==> src/rtl/uart_tx_fifo_if.sv <==
// Byte write port of uart_tx_fifo: producer drives din/din_vld, the FIFO returns rdy/ovf.
interface uart_tx_fifo_if;
   logic [7:0] din;
   logic       din_vld;
   logic       rdy;
   logic       ovf;

   modport master (output din, output din_vld, input rdy, input ovf);
   modport slave  (input din, input din_vld, output rdy, output ovf);
endinterface

==> src/rtl/uart_tx_fifo.sv <==
// UART transmitter (8N1) fed by a DEPTH x 8 byte FIFO; back-to-back frames when data is queued.
// Define UART_TX_PARITY_EN to insert an even-parity bit (8E1).
module uart_tx_fifo #(
   parameter int unsigned CLK_FREQ = 25_000_000,
   parameter int unsigned BAUD     = 9600,
   parameter int unsigned DEPTH    = 16
) (
   input  logic          clk,
   input  logic          rst_n,
   uart_tx_fifo_if.slave wr,
   output logic          busy,
   output logic          uart_tx
);

   localparam int unsigned BaudDiv = CLK_FREQ / BAUD;
   localparam int unsigned PtrW    = $clog2(DEPTH);
   localparam int unsigned CntW    = PtrW + 1;
   localparam int unsigned BcW     = $clog2(BaudDiv);

   localparam logic [CntW-1:0] Full     = CntW'(DEPTH);
   localparam logic [BcW-1:0]  BaudLast = BcW'(BaudDiv - 1);

`ifdef UART_TX_PARITY_EN
   typedef enum logic [2:0] {StIdle, StStart, StData, StParity, StStop} state_e;
`else
   typedef enum logic [1:0] {StIdle, StStart, StData, StStop} state_e;
`endif

   logic [7:0]      mem_q [DEPTH];
   logic [PtrW-1:0] wr_ptr_q, rd_ptr_q;
   logic [CntW-1:0] cnt_q;
   logic            ovf_q;
   logic            rdy, wr_en, pop;
   logic [7:0]      head;

   state_e          state_q, state_d;
   logic [BcW-1:0]  baud_q, baud_d;
   logic [2:0]      bit_q, bit_d;
   logic [7:0]      shift_q, shift_d;
   logic            tx_q, tx_d;
   logic            bit_end;

   // rdy is taken from the registered count, so a pop cannot rescue a write into a full FIFO
   assign rdy   = (cnt_q != Full);
   assign wr_en = wr.din_vld & rdy;
   assign head  = mem_q[rd_ptr_q];

   always_ff @(posedge clk) begin
      if (wr_en) begin
         mem_q[wr_ptr_q] <= wr.din;
      end
   end

   always_ff @(posedge clk) begin
      if (rst_n) begin
         wr_ptr_q <= '0;
         rd_ptr_q <= '0;
         cnt_q    <= '0;
         ovf_q    <= 1'b0;
      end else begin
         ovf_q <= wr.din_vld & ~rdy;
         if (wr_en) begin
            wr_ptr_q <= wr_ptr_q + PtrW'(1);
         end
         if (pop) begin
            rd_ptr_q <= rd_ptr_q + PtrW'(1);
         end
         case ({wr_en, pop})
            2'b10:   cnt_q <= cnt_q + CntW'(1);
            2'b01:   cnt_q <= cnt_q - CntW'(1);
            default: cnt_q <= cnt_q;
         endcase
      end
   end

`ifdef UART_TX_PARITY_EN
   logic par_q, par_d;

   assign par_d = pop ? ^head : par_q;
`endif

   assign bit_end = (baud_q == BaudLast);

   always_comb begin
      state_d = state_q;
      baud_d  = baud_q + BcW'(1);
      bit_d   = bit_q;
      shift_d = shift_q;
      pop     = 1'b0;
      unique case (state_q)
         StIdle: begin
            baud_d = '0;
            if (cnt_q != '0) begin
               pop     = 1'b1;
               shift_d = head;
               state_d = StStart;
            end
         end
         StStart: begin
            if (bit_end) begin
               baud_d  = '0;
               bit_d   = '0;
               state_d = StData;
            end
         end
         StData: begin
            if (bit_end) begin
               baud_d  = '0;
               shift_d = {1'b0, shift_q[7:1]};
               bit_d   = bit_q + 3'd1;
               if (bit_q == 3'd7) begin
`ifdef UART_TX_PARITY_EN
                  state_d = StParity;
`else
                  state_d = StStop;
`endif
               end
            end
         end
`ifdef UART_TX_PARITY_EN
         StParity: begin
            if (bit_end) begin
               baud_d  = '0;
               state_d = StStop;
            end
         end
`endif
         StStop: begin
            if (bit_end) begin
               baud_d = '0;
               // Queued data goes straight into the next start bit with no idle gap
               if (cnt_q != '0) begin
                  pop     = 1'b1;
                  shift_d = head;
                  state_d = StStart;
               end else begin
                  state_d = StIdle;
               end
            end
         end
         default: state_d = StIdle;
      endcase
   end

   always_comb begin
      tx_d = 1'b1;
      unique case (state_q)
         StStart:  tx_d = 1'b0;
         StData:   tx_d = shift_q[0];
`ifdef UART_TX_PARITY_EN
         StParity: tx_d = par_q;
`endif
         default:  tx_d = 1'b1;
      endcase
   end

   always_ff @(posedge clk) begin
      if (rst_n) begin
         state_q <= StIdle;
         baud_q  <= '0;
         bit_q   <= '0;
         shift_q <= '0;
         tx_q    <= 1'b1;
`ifdef UART_TX_PARITY_EN
         par_q   <= 1'b0;
`endif
      end else begin
         state_q <= state_d;
         baud_q  <= baud_d;
         bit_q   <= bit_d;
         shift_q <= shift_d;
         tx_q    <= tx_d;
`ifdef UART_TX_PARITY_EN
         par_q   <= par_d;
`endif
      end
   end

   assign busy    = (state_q != StIdle) || (cnt_q != '0);
   assign uart_tx = tx_q;
   assign wr.rdy  = rdy;
   assign wr.ovf  = ovf_q;

endmodule

==> src/flat_wrapper.sv <==
// flat-port wrapper written by rule: the top's interface ports become plain ports
module uart_tx_fifo_flat 
#(
   parameter int unsigned CLK_FREQ = 25_000_000,
   parameter int unsigned BAUD     = 9600,
   parameter int unsigned DEPTH    = 16
)
  (clk, rst_n, busy, uart_tx, wr_din, wr_din_vld, wr_rdy, wr_ovf);
  uart_tx_fifo_if wr_i ();
  input  logic clk;
  input  logic rst_n;
  output logic busy;
  output logic uart_tx;
  input wire logic [$bits(wr_i.din)-1:0] wr_din;
  input wire logic [$bits(wr_i.din_vld)-1:0] wr_din_vld;
  output wire logic [$bits(wr_i.rdy)-1:0] wr_rdy;
  output wire logic [$bits(wr_i.ovf)-1:0] wr_ovf;
  assign wr_i.din = wr_din;
  assign wr_i.din_vld = wr_din_vld;
  assign wr_rdy = wr_i.rdy;
  assign wr_ovf = wr_i.ovf;
  uart_tx_fifo #(.CLK_FREQ(CLK_FREQ), .BAUD(BAUD), .DEPTH(DEPTH)) u_core (.clk(clk), .rst_n(rst_n), .wr(wr_i), .busy(busy), .uart_tx(uart_tx));
endmodule
==> config.mk <==
export PLATFORM = sky130hd
export DESIGN_NAME = uart_tx_fifo_flat
export DESIGN_NICKNAME = d
export VERILOG_FILES = /design/src/rtl/uart_tx_fifo_if.sv /design/src/rtl/uart_tx_fifo.sv /design/src/flat_wrapper.sv
export SDC_FILE = /design/constraint.sdc
export NUM_CORES = 1
export LEC_CHECK = 0
export BUFFER_PORTS_ARGS = -buffer_cell sky130_fd_sc_hd__buf_2
export CORE_MARGIN = 2
export CORE_UTILIZATION = 30
export DETAILED_ROUTE_END_ITERATION = 7
export PLACE_DENSITY = 0.44
export SLEW_MARGIN = 15
export SYNTH_ARGS = -nofsm -noshare
export SYNTH_HDL_FRONTEND = slang
export SYNTH_SLANG_ARGS = --single-unit
==> constraint.sdc <==
create_clock -name clk -period 4.1 [get_ports clk]
set_input_delay 0.82 -clock clk [delete_from_list [all_inputs] [get_ports clk]]
set_output_delay 0.82 -clock clk [all_outputs]
set_load 0.01 [all_outputs]
== Word level (Yosys, flattened, before mapping) ==
Memories as Yosys holds them, arrays and structs flattened. A register that Yosys moved wholly into a read port is not among the register bits.
Index checks and enable logic that the tools add are counted.
Storage, ports and cells
  register bits after elaboration: 40
  memory bits (writable): 128
  input port bits: 11
  output and inout bits: 4
  word-level logic and storage cells: 68
  memories kept: 1
Cells by class
  $add $sub $neg: 6
  eq/ne operators: 13
  mux-type cells: 25
  bitwise gates (word level): 3
  reduce and logical (&&, ||, !) cells: 11
Memory list
  u_core.mem_q: words 16, width 8, read ports 1, clocked after memory_dff 1, write ports 1, line uart_tx_fifo.sv:29  | logic [7:0] mem_q [DEPTH];
Operators by type and width (count)
  8-bit 2-to-1 mux: 3
  12-bit one-hot mux with 2 select lines: 1
  8-bit one-hot mux with 3 select lines: 1
  12-bit by 1-bit adder with 12-bit output (second input constant): 1
  12-bit equality test (second input constant): 1
  12-bit 2-to-1 mux: 1
  2-bit 2-to-1 mux: 5
  2-bit by 1-bit != test with 1-bit output (second input constant): 5
  5-bit one-hot mux with 2 select lines: 1
  4-bit by 1-bit adder with 4-bit output (second input constant): 2
  4-bit 2-to-1 mux: 2
  2-bit one-hot mux with 4 select lines: 1
  2-bit equality test (second input constant): 3
  3-bit 2-to-1 mux: 2
  3-bit one-hot mux with 2 select lines: 1
  3-bit AND reduction: 2
  2-bit nonzero test: 3
  5-bit by 1-bit adder with 5-bit output (second input constant): 1
  1-bit 2-to-1 mux: 5
  5-bit != test (second input constant): 1
  5-bit AND reduction: 1
  5-bit nonzero test: 1
  5-bit by 1-bit subtractor with 5-bit output (second input constant): 1
  2-bit by 1-bit equality test with 1-bit output (second input constant): 2
  9 further kinds: 11

== Logic depth before layout (Yosys ltp) ==
Gate-level depths: netlist of run 1.
  word-level depth: 6
  gate-level depth with buffers: 13

== Worst setup path after synthesis of run 1 ==
Ideal clock, no wire load.
  path type: flip-flop to flip-flop
  start: register u_core.baud_q[0]
  end: register u_core.cnt_q[4]
  library setup time: 0.123 ns
  arrival time: 3.057 ns
  path slack: 0.919 ns
  cell stages (with the launch flop): 13
  path buffers: 1
  period minus slack after synthesis: 3.181 ns
  cell sequence: dfxtp_1 > ha_1 > and4b_1 > nand4_1 > o32ai_4 > ha_1 > clkbuf_1 > xor2_1 > ha_1 > a31o_2 > a31oi_4 > mux2i_1 > mux2_1
On the way
  longest elaborated chain between the ends: 5
Ends and longest elaborated chain
  start, declared: line uart_tx_fifo.sv:37  | logic [BcW-1:0] baud_q, baud_d;
  start signal, assigned: line uart_tx_fifo.sv:169  | baud_q <= baud_d;
  12-bit equality test (*): line uart_tx_fifo.sv:82  | assign bit_end = (baud_q == BaudLast);
  1-bit 2-to-1 mux (*): line uart_tx_fifo.sv:129  | if (bit_end) begin
  1-bit one-hot mux with 2 select lines (*): line uart_tx_fifo.sv:90  | unique case (state_q)
  named net u_core.pop: line uart_tx_fifo.sv:33  | logic rdy, wr_en, pop;
  2-bit by 1-bit equality test with 1-bit output / 2-bit equality test (equally long branches): line uart_tx_fifo.sv:68  | case ({wr_en, pop})
  5-bit one-hot mux with 2 select lines / 2-bit nonzero test (equally long branches)
  end signal, assigned: line uart_tx_fifo.sv:69  | 2'b10: cnt_q <= cnt_q + CntW'(1);
  end signal, assigned: line uart_tx_fifo.sv:70  | 2'b01: cnt_q <= cnt_q - CntW'(1);
  end signal, assigned: line uart_tx_fifo.sv:71  | default: cnt_q <= cnt_q;
  end, declared: line uart_tx_fifo.sv:31  | logic [CntW-1:0] cnt_q;
The timed path passes the listed nets; every way through them passes the cells marked *.
A chain may end at the register's enable or synchronous reset.

== Worst setup path after layout of run 1 ==
Ends and elaborated chain as after synthesis.

==> summary.md, run 1 <==
| Metric | Value |
|---|---|
| Distinct cells, synth | 51 |
| Clk_lat worst skew | 430 ps |
| Placed cell area | 0.00753 mm^2 |
| Vias per inst | 4.61 |
| Placer Congestion | 0.750 |
| WL/cell | 17.5 um |
| Post-CTS setup buffer count | 0 |
| Async SR Flop Fraction | 0% |
| DR iter-0 viols | 201 |
| Cell taking the most area after synthesis | edfxtp_1 |
| Power Density | 609 mW/mm^2 |
| Nets | 485 |
| Fraction of layout cells with a size suffix above 1 | 23.2% |
| Sequential Area | 0.00473 mm^2 |
| Slew Limit Fails | 0 |
| Clock sink count | 172 |
| Multi-input gate area | 0.00224 mm^2 |
| WL final | 13800 um |
| P_leak | 2.65 nW |
| Vias | 3636 |
| Placed Cells | 757 |
| Cells along the critical path | ha_1, and4b_1, nand4_1, o32ai_4, ha_1, xor2_1, ha_1, a31o_2, a31oi_4, mux2i_1, mux2_1 |
| Number of flops mapped to enable cells by yosys | 128 |
| DIE HEIGHT | 158 um |
| Outcome | completed |
| Total GRT Usage | 11.8% |
| Gr ovfl total | 0 |
| Cell area after layout | 0.00812 mm^2 |
| Mapped Area | 0.00708 mm^2 |
| Top cells by area, synth | edfxtp_1, mux4_2, dfxtp_1, nor2_1, ha_1 |
| DRC Markers | 0 |
| CTS tree | built |
| Clock transition at path regs | 70 ps |
| CP max FO | 10 |
| Slew @ Worst Pin | 1040 ps |
| TritonCTS Buffers | 17 |
| Slowest CP cell | o32ai_4 |
| Die X | 158 um |
| Slowest cell delay on critical path | 550 ps |
| Post-Synth Adder-Cell Area | 3.00% |
| HP Class | flip-flop to flip-flop |
| CP dominant cell by count | ha_1 |
| Period minus WS final | 3410 ps |
| H-tree depth | 4 |
| Part of the Yosys area used for sequential elements | 66.7% |
| Post-CTS resize count | 0 |
| Antenna fix cells | 0 |
| Warnings, synthesis | 0 |
| Highest Clock Rate | 294 MHz |
| Synth Register Bits | 172 |
| Clock skew | 9.98 ps |
| Simple-gate share of the synthesized area | 7.98% |
| Multiplexer area fraction after synthesis | 14.6% |
| Layout Utilization | 34.8% |
| Max-cap violations | 0 |
| Net count after synthesis | 467 |
| Row count | 56 |
| Hold Fails Final Rpt | 0 |
| Worst EP arrival | 3720 ps |
| Filler cell count | 2236 |
| Initial Utilization | 30.4% |
| Post-synthesis compound-gate area fraction | 3.46% |
| Die footprint | 0.0249 mm^2 |
| Synth top area share | 54.3% |
| Crit path required time | 4420 ps |
| RSZ-0062 raised after global routing | false |
| Worst setup EP type | flip-flop |
| Root Driver | clkbuf_16 |
| Fin cells | 789 |
| Synthesized instance count | 439 |
| Ys flop type | edfxtp_1 |
| Core footprint | 0.0233 mm^2 |
| Peak VDD IR | 0.197 mV |
| Main combinational cell family by area after synthesis | multiplexers |
| Fin crit share | 83.1% |
| WS Path Type | flip-flop to flip-flop |
| Max Buffers Root-to-Sink | 2 |
| Port bufs | 14 |
| First-pass GRT wire length | 21000 um |
| Pin count of the biggest net entering global routing | 36 |
| Hpwl dp | 8890 um |
| Io pins | 15 |
| Avg Cell Area, Syn | 16.1 um^2 |
| Hold Buf Count CTS | 0 |
| Power, Total | 0.00495 W |
| CP Launch Type | flip-flop |
| Relative slew slack | 30.7% |
| Routed Antenna Nets | 0 |
| Vias in the first global route | 3555 |
| First drt pass iteration count | 4 |
| Final TNS setup | 0 ps |
| Setup violations, final | 0 |
| XOR/XNOR Fraction of Synth Area | 2.47% |
| Initial antenna violation count | 0 |
| Area delta synth->final | 14.6% |
## power by group
group          switching [W]  internal [W]  leakage, nW
clock network       0.000772      0.000820        0.288
registers           0.000118       0.00200         1.52
logic               0.000672      0.000567        0.843
total                0.00156       0.00338         2.65
## per-stage QoR
step / setup WS, ps / hold WS, ps
2_1_floorplan: 919 / 426
3_3_place_gp: 726 / 444
3_5_place_dp: 677 / 450
4_1_cts: 674 / 466
5_1_grt: 524 / 505
6_report: 695 / 461
## layout by cell type (no fill, tap or decap), types with 2 or more instances in the layout
cell | netlist | final
inv_1 | 9 | 9
nand2b_1 | 5 | 5
ha_1 | 17 | 17
xnor2_1 | 6 | 6
inv_6 | 0 | 4
mux4_2 | 40 | 40
mux2i_1 | 12 | 12
buf_2 | 7 | 14
nand3b_1 | 2 | 2
nor3b_1 | 2 | 2
nor2_1 | 61 | 61
and2_1 | 2 | 2
xor2_1 | 14 | 14
dfxtp_2 | 0 | 2
a32oi_1 | 2 | 2
clkbuf_16 | 0 | 17
nand2_1 | 12 | 12
edfxtp_1 | 128 | 128
dfxtp_1 | 44 | 42
a22oi_1 | 2 | 2
nand4_1 | 4 | 4
inv_8 | 0 | 4
clkinv_8 | 0 | 4
a21oi_1 | 5 | 5
buf_4 | 0 | 8
nand3_1 | 5 | 5
and3_1 | 3 | 3
a211oi_1 | 8 | 8
nor3_1 | 5 | 4
o21ai_0 | 2 | 2
or3_1 | 2 | 2
## final cells by class
class,count,share of cell area (%)
Multi-Input combinational cell,235,27.5
Sequential cell,172,58.2
Timing Repair Buffer,22,1.60
Clock inverter,15,2.05
Clock buffer,17,5.24
Tap cell,319,4.92
Inverter,9,0.416
## synthesized netlist by cell type, types with 2 or more instances
master and number:
a211oi_1 8, a21oi_1 5, a22oi_1 2, a32oi_1 2, and2_1 2, and3_1 3
buf_1 4, buf_2 7, clkbuf_1 12, dfxtp_1 44, edfxtp_1 128, ha_1 17
inv_1 9, mux2i_1 12, mux4_2 40, nand2_1 12, nand2b_1 5, nand3_1 5
nand3b_1 2, nand4_1 4, nor2_1 61, nor3_1 5, nor3b_1 2, o21ai_0 2
or3_1 2, xnor2_1 6, xor2_1 14
## final timing paths
check	from	cells past startpoint	slack, ps	end
setup / recovery	u_core.baud_q[0]	11	690	u_core.cnt_q[4]
hold / removal	u_core.baud_q[0]	1	460	u_core.baud_q[0]
setup reg to reg	u_core.baud_q[0]	11	690	u_core.cnt_q[4]
hold reg to reg	u_core.baud_q[0]	1	460	u_core.baud_q[0]
## metal layers
metal | GRT usage, % | vias up | share of wire [%]
li1 | - | 1715 | -
met1 | 15.9 | 1853 | 47
met2 | 18.6 | 64 | 48
met3 | 3.34 | 4 | 4.7
met4 | 3.25 | 0 | 0.42
met5 | 0 | - | 0
## worst max-delay path: cells and delay by family, from the launching register on
family                   cells  cell delay, ps
AO/OA/AOI/OAI                3             950
adder cells (fa/ha/maj)      3             900
multiplexers                 2             550
XOR/XNOR                     1             120
AND/OR/NAND/NOR              2             420
flip-flops                   1             360
## registers in the layout, summed over array words and instances (netlist names), named ones only
name and cells:
u_core.mem_q 128, u_core.baud_q 12, u_core.shift_q 8, u_core.cnt_q 5
u_core.rd_ptr_q 4, u_core.wr_ptr_q 4, u_core.bit_q 3, u_core.state_q 2
u_core.uart_tx 1, u_core.wr.ovf 1
## cell families (layout without fill, tap and decap cells)
logic type,after synthesis,in the layout
compound gates,29,29
xor+xnor,20,20
simple gates,116,116
buf+inv,32,63
fa+ha+maj,17,17
mux,53,53
flops,172,172
(Power assumes the default switching activity.)
==> run 2, diff against run 1 <==
==> constraint.sdc (replaced) <==
create_clock -name clk -period 3.4 [get_ports clk]
set_input_delay 0.68 -clock clk [delete_from_list [all_inputs] [get_ports clk]]
set_output_delay 0.68 -clock clk [all_outputs]
set_load 0.01 [all_outputs]
==> run 2 against run 1 <==
Compared with the run above: count of clock-buffer cells in the layout is 1 higher; design area is 0.91% higher; sequential power is 19% higher; clock skew is 1.1 ps lower; clock power is 17% higher; critical path depth stayed put; final cell count is 1.5% higher; non-clock buffer count is 13 higher; flip-flop and latch count stayed put; die area stayed put; critical path type unchanged; highest routed layer unchanged.
==> summary.md, run 2 (synthesized netlist as in run 1, its figures left out) <==
| Metric | Value |
|---|---|
| Largest register FFs | 128 |
| TritonCTS Buffers | 17 |
| Row count | 56 |
| CTS tree | built |
| CP Launch Type | flip-flop |
| Crit path launch | u_core.baud_q[0] |
| Io pins | 15 |
| Period minus WS final | 3120 ps |
| Highest Clock Rate | 320 MHz |
| Total GRT Usage | 12.1% |
| Die X | 158 um |
| Hpwl dp | 9080 um |
| H-tree depth | 4 |
| Max-cap violations | 0 |
| Sequential Area | 0.00473 mm^2 |
| R2R depth | 11 |
| Clock skew | 8.85 ps |
| Worst EP arrival | 3430 ps |
| First drt pass iteration count | 5 |
| Fraction of layout cells with a size suffix above 1 | 24.3% |
| DIE HEIGHT | 158 um |
| Register-to-register setup slack | 280 ps |
| Most frequent cells in the layout | edfxtp_1, nor2_1, dfxtp_1, mux4_2, buf_4 |
| Crit path required time | 3700 ps |
| Initial antenna violation count | 0 |
| Peak VDD IR | 0.275 mV |
| Initial Utilization | 30.4% |
| DRC Markers | 0 |
| Nets | 498 |
| Root Driver | clkbuf_16 |
| CP max FO | 10 |
| Vias | 3696 |
| Place WS | 263 ps |
| Slowest CP cell | ha_1 |
| Slowest cell delay on critical path | 390 ps |
| Cells along the critical path | ha_1, and4b_1, nand4_1, o32ai_4, ha_1, xor2_1, ha_1, a31o_2, a31oi_4, mux2i_1, mux2_1 |
| Post-CTS resize count | 0 |
| WL/cell | 17.5 um |
| Fin crit share | 91.8% |
| RSZ-0062 raised after global routing | false |
| Clock transition at path regs | 60 ps |
| Slew @ Worst Pin | 688 ps |
| Clock sink count | 172 |
| Relative slew slack | 54.1% |
| Slew Limit Fails | 0 |
| HP Class | flip-flop to flip-flop |
| Gr ovfl total | 0 |
| Post-CTS setup buffer count | 0 |
| Commonest non-fill, non-tap cell in the layout | edfxtp_1 |
| Biggest registers after layout | u_core.mem_q: 128 flops, u_core.baud_q: 12 flops, u_core.shift_q: 8 flops |
| Filler cell count | 2237 |
| Outcome | completed |
| Power Density | 728 mW/mm^2 |
| Port bufs | 14 |
| P_leak | 2.70 nW |
| Largest register by flop count | u_core.mem_q |
| Vias per inst | 4.61 |
| Hold Fails Final Rpt | 0 |
| Pin count of the biggest net entering global routing | 36 |
| Final TNS setup | 0 ps |
| Crit Reg-Reg Startpoint | u_core.baud_q[0] |
| Worst setup endpoint | u_core.cnt_q[4] |
| Area delta synth->final | 15.6% |
| Multi-input gate area | 0.00223 mm^2 |
| First-pass GRT wire length | 22100 um |
| Critical R2R Capture | u_core.cnt_q[4] |
| Placer Congestion | 0.785 |
| Core footprint | 0.0233 mm^2 |
| Hold Buf Count CTS | 0 |
| Vias in the first global route | 3764 |
| Clk_lat worst skew | 420 ps |
| Die footprint | 0.0249 mm^2 |
| WL final | 14000 um |
| Routed Antenna Nets | 0 |
| Max Buffers Root-to-Sink | 2 |
| DR iter-0 viols | 227 |
| Antenna fix cells | 0 |
| CP dominant cell by count | ha_1 |
| Worst setup slack after layout | 278 ps |
| Setup violations, final | 0 |
| WS Path Type | flip-flop to flip-flop |
| Worst setup EP type | flip-flop |
-- run 2: worst min path at each step --
| stage | from | to | slack [ps] | depth (start not counted) |
|---|---|---|---|---|
| floorplan | u_core.baud_q[0] | u_core.baud_q[0] | 430 | 1 |
| global placement | u_core.baud_q[0] | u_core.baud_q[0] | 440 | 1 |
| detailed placement | u_core.baud_q[0] | u_core.baud_q[0] | 460 | 1 |
| CTS | u_core.baud_q[0] | u_core.baud_q[0] | 480 | 1 |
| global route | u_core.baud_q[0] | u_core.baud_q[0] | 510 | 1 |
| finish | u_core.baud_q[0] | u_core.baud_q[0] | 470 | 1 |
-- run 2: area by class of cell --
class | instances | area share [%]
multi-input cells | 235 | 27.2
flip-flops and latches | 172 | 57.7
well taps | 319 | 4.87
repair buffers | 35 | 2.93
inverters | 9 | 0.412
clock inverters | 13 | 1.62
clock buffers | 18 | 5.24
-- run 2: worst max-delay path: cells and delay by family (launching register included) --
family / cells / cell delay (ps)
adders and majority gates: 3 / 850
AOI/OAI and AO/OA: 3 / 720
xor gates and xnor gates: 1 / 110
muxes: 2 / 530
DFF: 1 / 370
and+or+nand+nor: 2 / 410
-- run 2: metal layers --
metal	GRT usage (%)	vias to the layer above	part of all wire, %
met5	0	-	0
met4	3.64	0	1.0
met3	3.18	12	3.2
met2	18.7	49	47
met1	16.8	1905	48
li1	-	1730	-
-- run 2: power by group --
group          internal [W]  total, W  switching, W  leakage, nW
clock network       0.00102   0.00186      0.000836        0.269
logic              0.000718   0.00159      0.000868        0.913
registers           0.00241   0.00252      0.000108         1.52
-- run 2: metrics by stage --
stage / hold slack, ps / util (%) / power, W / cell area, um^2 / std cells
floorplan: 426 / - / 0.00376 / 7080 / 439
global placement: 442 / 32.7 / 0.00415 / 7630 / 770
detailed placement: 460 / 32.7 / 0.00416 / 7630 / 770
CTS: 478 / 35.1 / 0.00605 / 8190 / 801
global route: 512 / 35.1 / 0.00632 / 8190 / 801
finish: 467 / 35.1 / 0.00596 / 8190 / 801
==> run 3, diff against run 2 <==
--- a/config.mk
+++ b/config.mk
@@ -5,11 +5,12 @@
 export SDC_FILE = /design/constraint.sdc
 export NUM_CORES = 1
 export LEC_CHECK = 0
+export ABC_AREA = 1
 export BUFFER_PORTS_ARGS = -buffer_cell sky130_fd_sc_hd__buf_2
 export CORE_MARGIN = 2
 export CORE_UTILIZATION = 30
 export DETAILED_ROUTE_END_ITERATION = 7
-export PLACE_DENSITY = 0.44
+export PLACE_DENSITY_LB_ADDON = 0.08
 export SLEW_MARGIN = 15
 export SYNTH_ARGS = -nofsm -noshare
 export SYNTH_HDL_FRONTEND = slang
==> run 3 against run 2 <==
Compared with the run above: utilization down 0.53 points; sequential share of layout area down 1.1 points; worst setup slack better by 580 ps; register-to-register slack better by 580 ps; clock power up 4%; combinational power about the same; critical endpoint unchanged; largest cell class unchanged.
==> summary.md, run 3 <==
| Metric | Value |
|---|---|
| Outcome | completed |
| Post-CTS resize count | 0 |
| Antenna fix cells | 0 |
| Clock sink count | 172 |
| Gr ovfl total | 0 |
| TritonCTS Buffers | 17 |
| Sequential Area | 0.00473 mm^2 |
| Period minus WS final | 2540 ps |
| Cells along the critical path | ha_1, nand2_1, nor2_1, nand3_2, o21ai_2, nand2_1, inv_2, ha_1, xnor2_1, inv_1, ha_1, inv_1, nand2_1, nand2_1, nand2_1, nand2_1, nand2_1, nand2_1, a21oi_2 |
| P_leak | 2.96 nW |
| Largest register FFs | 128 |
| Setup violations, final | 0 |
| Clk_lat worst skew | 420 ps |
| Post-CTS setup buffer count | 0 |
| Hold depth | 1 |
| Hold Slack | 448 ps |
| Fin cells | 1002 |
| Multi-input gate area | 0.00220 mm^2 |
| Io pins | 15 |
| Vias per inst | 4.68 |
| Commonest non-fill, non-tap cell in the layout | edfxtp_1 |
| Worst EP arrival | 2840 ps |
| HP Class | flip-flop to flip-flop |
| Layout Utilization | 34.6% |
| Distinct cells, synth | 38 |
| Warnings, synthesis | 0 |
| Ys flop type | edfxtp_1 |
| Met2 Usage GRT | 24.0% |
| Die footprint | 0.0258 mm^2 |
| Placed Cells | 971 |
| H-tree depth | 4 |
| Clock Power Share | 32.0% |
| Die X | 161 um |
| List of most frequent post-synthesis cells | edfxtp_1, inv_1, a21oi_1 |
| CTS tree | built |
| Filler cell count | 2432 |
| Vias | 4686 |
| Synthesized instance count | 648 |
| Count leader, synth | edfxtp_1 |
| Cell taking the most area after synthesis | edfxtp_1 |
| Placer Congestion | 0.743 |
| Mapped Area | 0.00735 mm^2 |
| RSZ-0062 raised after global routing | false |
| Initial Utilization | 30.4% |
| Gate power share | 26.1% |
| Number of flops mapped to enable cells by yosys | 128 |
| Initial antenna violation count | 0 |
| Max-cap violations | 0 |
| CP max FO | 5 |
| Hpwl dp | 11100 um |
| Most frequent cells in the layout | edfxtp_1, inv_1, a21oi_1, nand2_1, o21ai_0 |
| Pin count of the biggest net entering global routing | 34 |
| Top cells by area, synth | edfxtp_1, dfxtp_1, mux2i_1, a21oi_1, o211ai_1 |
| Max Buffers Root-to-Sink | 2 |
| GRT busiest layer | met2 |
| Root Driver | clkbuf_16 |
| Final TNS setup | 0 ps |
| Worst setup EP type | flip-flop |
| Synth Register Bits | 172 |
| WS Path Type | flip-flop to flip-flop |
| Nets | 694 |
| Highest Clock Rate | 393 MHz |
| DIE HEIGHT | 161 um |
| First drt pass iteration count | 4 |
| Largest register by flop count | u_core.mem_q |
| Fin crit share | 74.8% |
| Fraction of layout cells with a size suffix above 1 | 9.88% |
| Power Internal | 0.00410 W |
| Switching power | 0.00195 W |
| Routed Antenna Nets | 0 |
| Net count after synthesis | 676 |
| CP Launch Type | flip-flop |
| Vias in the first global route | 4663 |
| Grt met3 use | 2.71% |
| Core footprint | 0.0242 mm^2 |
| WL final | 17400 um |
| Total GRT Usage | 14.1% |
| Clock skew | 10.8 ps |
| Switching power share of the total | 32.2% |
| Biggest registers after layout | u_core.mem_q: 128 flops, u_core.baud_q: 12 flops, u_core.shift_q: 8 flops |
| Part of the Yosys area used for sequential elements | 64.3% |
| Synth top area share | 52.3% |
| Port bufs | 14 |
| DRC Markers | 0 |
| GR Util met1 | 18.4% |
| Area delta synth->final | 13.7% |
| WL/cell | 17.3 um |
| First-pass GRT wire length | 27100 um |
| Slowest CP cell | dfxtp_1 |
| Clock transition at path regs | 60 ps |
| Relative slew slack | 38.4% |
| DR iter-0 viols | 295 |
| Slew @ Worst Pin | 921 ps |
| Seq pwr share | 41.9% |
| R2R depth | 19 |
| Async SR Flop Fraction | 0% |
| Slew Limit Fails | 0 |
| Hold Buf Count CTS | 0 |
| Row count | 57 |
| Avg Cell Area, Syn | 11.3 um^2 |
| CP dominant cell by count | nand2_1 |
| Slowest cell delay on critical path | 350 ps |
| Power Density | 723 mW/mm^2 |
| Peak VDD IR | 0.276 mV |
| Hold Fails Final Rpt | 0 |
| Crit path required time | 3690 ps |
[run 3: cell count changes after synthesis, sizes merged, moves of 5 or more]
cell | before | now
a211oi | 8 | 0
a21oi | 5 | 61
inv | 9 | 72
mux2i | 12 | 32
mux4 | 40 | 0
nand2 | 12 | 62
nand2b | 5 | 0
nand3 | 5 | 28
nor2 | 62 | 49
o211ai | 1 | 36
o21ai | 4 | 55
xor2 | 14 | 3
[run 3: power by group through the flow]
stage	clock [W]	sequential (W)	combinational (W)
after floorplan	0	0.00248	0.00127
after global placement	0	0.00258	0.00158
after detailed placement	0	0.00259	0.00159
after CTS	0.00200	0.00254	0.00160
after global routing	0.00208	0.00256	0.00181
final	0.00193	0.00253	0.00158
[run 3: final timing paths]
| kind | endpoint | from | slack [ps] |
|---|---|---|---|
| worst min register to register | u_core.baud_q[0] | u_core.baud_q[0] | 450 |
| worst max register to register | u_core.cnt_q[4] | u_core.baud_q[0] | 860 |
| worst max-delay path | u_core.cnt_q[4] | u_core.baud_q[0] | 860 |
| worst min-delay path | u_core.baud_q[0] | u_core.baud_q[0] | 450 |
[run 3: through the flow]
stage / setup slack, ps / instance area [um^2] / power [W]
after floorplan: 1110 / 7350 / 0.00376
after global placement: 891 / 7780 / 0.00417
after detailed placement: 844 / 7780 / 0.00418
after CTS: 829 / 8360 / 0.00614
after global routing: 509 / 8360 / 0.00645
final: 857 / 8360 / 0.00605
[run 3: cells by family after synthesis]
group	Yosys count	synth area share, %
flip-flops	172	64.3
AND/OR/NAND/NOR	162	9.82
AO/OA/AOI/OAI	158	12.3
buffers and inverters	102	5.80
multiplexers	32	4.36
adder cells (fa/ha/maj)	17	2.89
XOR/XNOR	5	0.596
[run 3: area by class of cell]
type,instances,area share (%)
flip-flops and latches,172,56.6
multi-input cells,374,26.3
clock buffers,19,5.18
well taps,324,4.85
inverters,75,3.38
repair buffers,26,1.92
clock inverters,12,1.78
[run 3: metal layers]
metal  vias to the layer above  wire length [um]
met2                        51              8730
li1                       2330                 -
met3                         8               485
met4                         0                91
met1                      2297              8050
met5                         -                 0
[run 3: worst max-delay path: cells and delay by family (launching register included)]
kind / cells / cell delay (ps)
xor gates and xnor gates: 1 / 160
and+or+nand+nor: 10 / 790
adders and majority gates: 3 / 660
DFF: 1 / 350
buffers and inverters: 3 / 220
AOI/OAI and AO/OA: 2 / 210
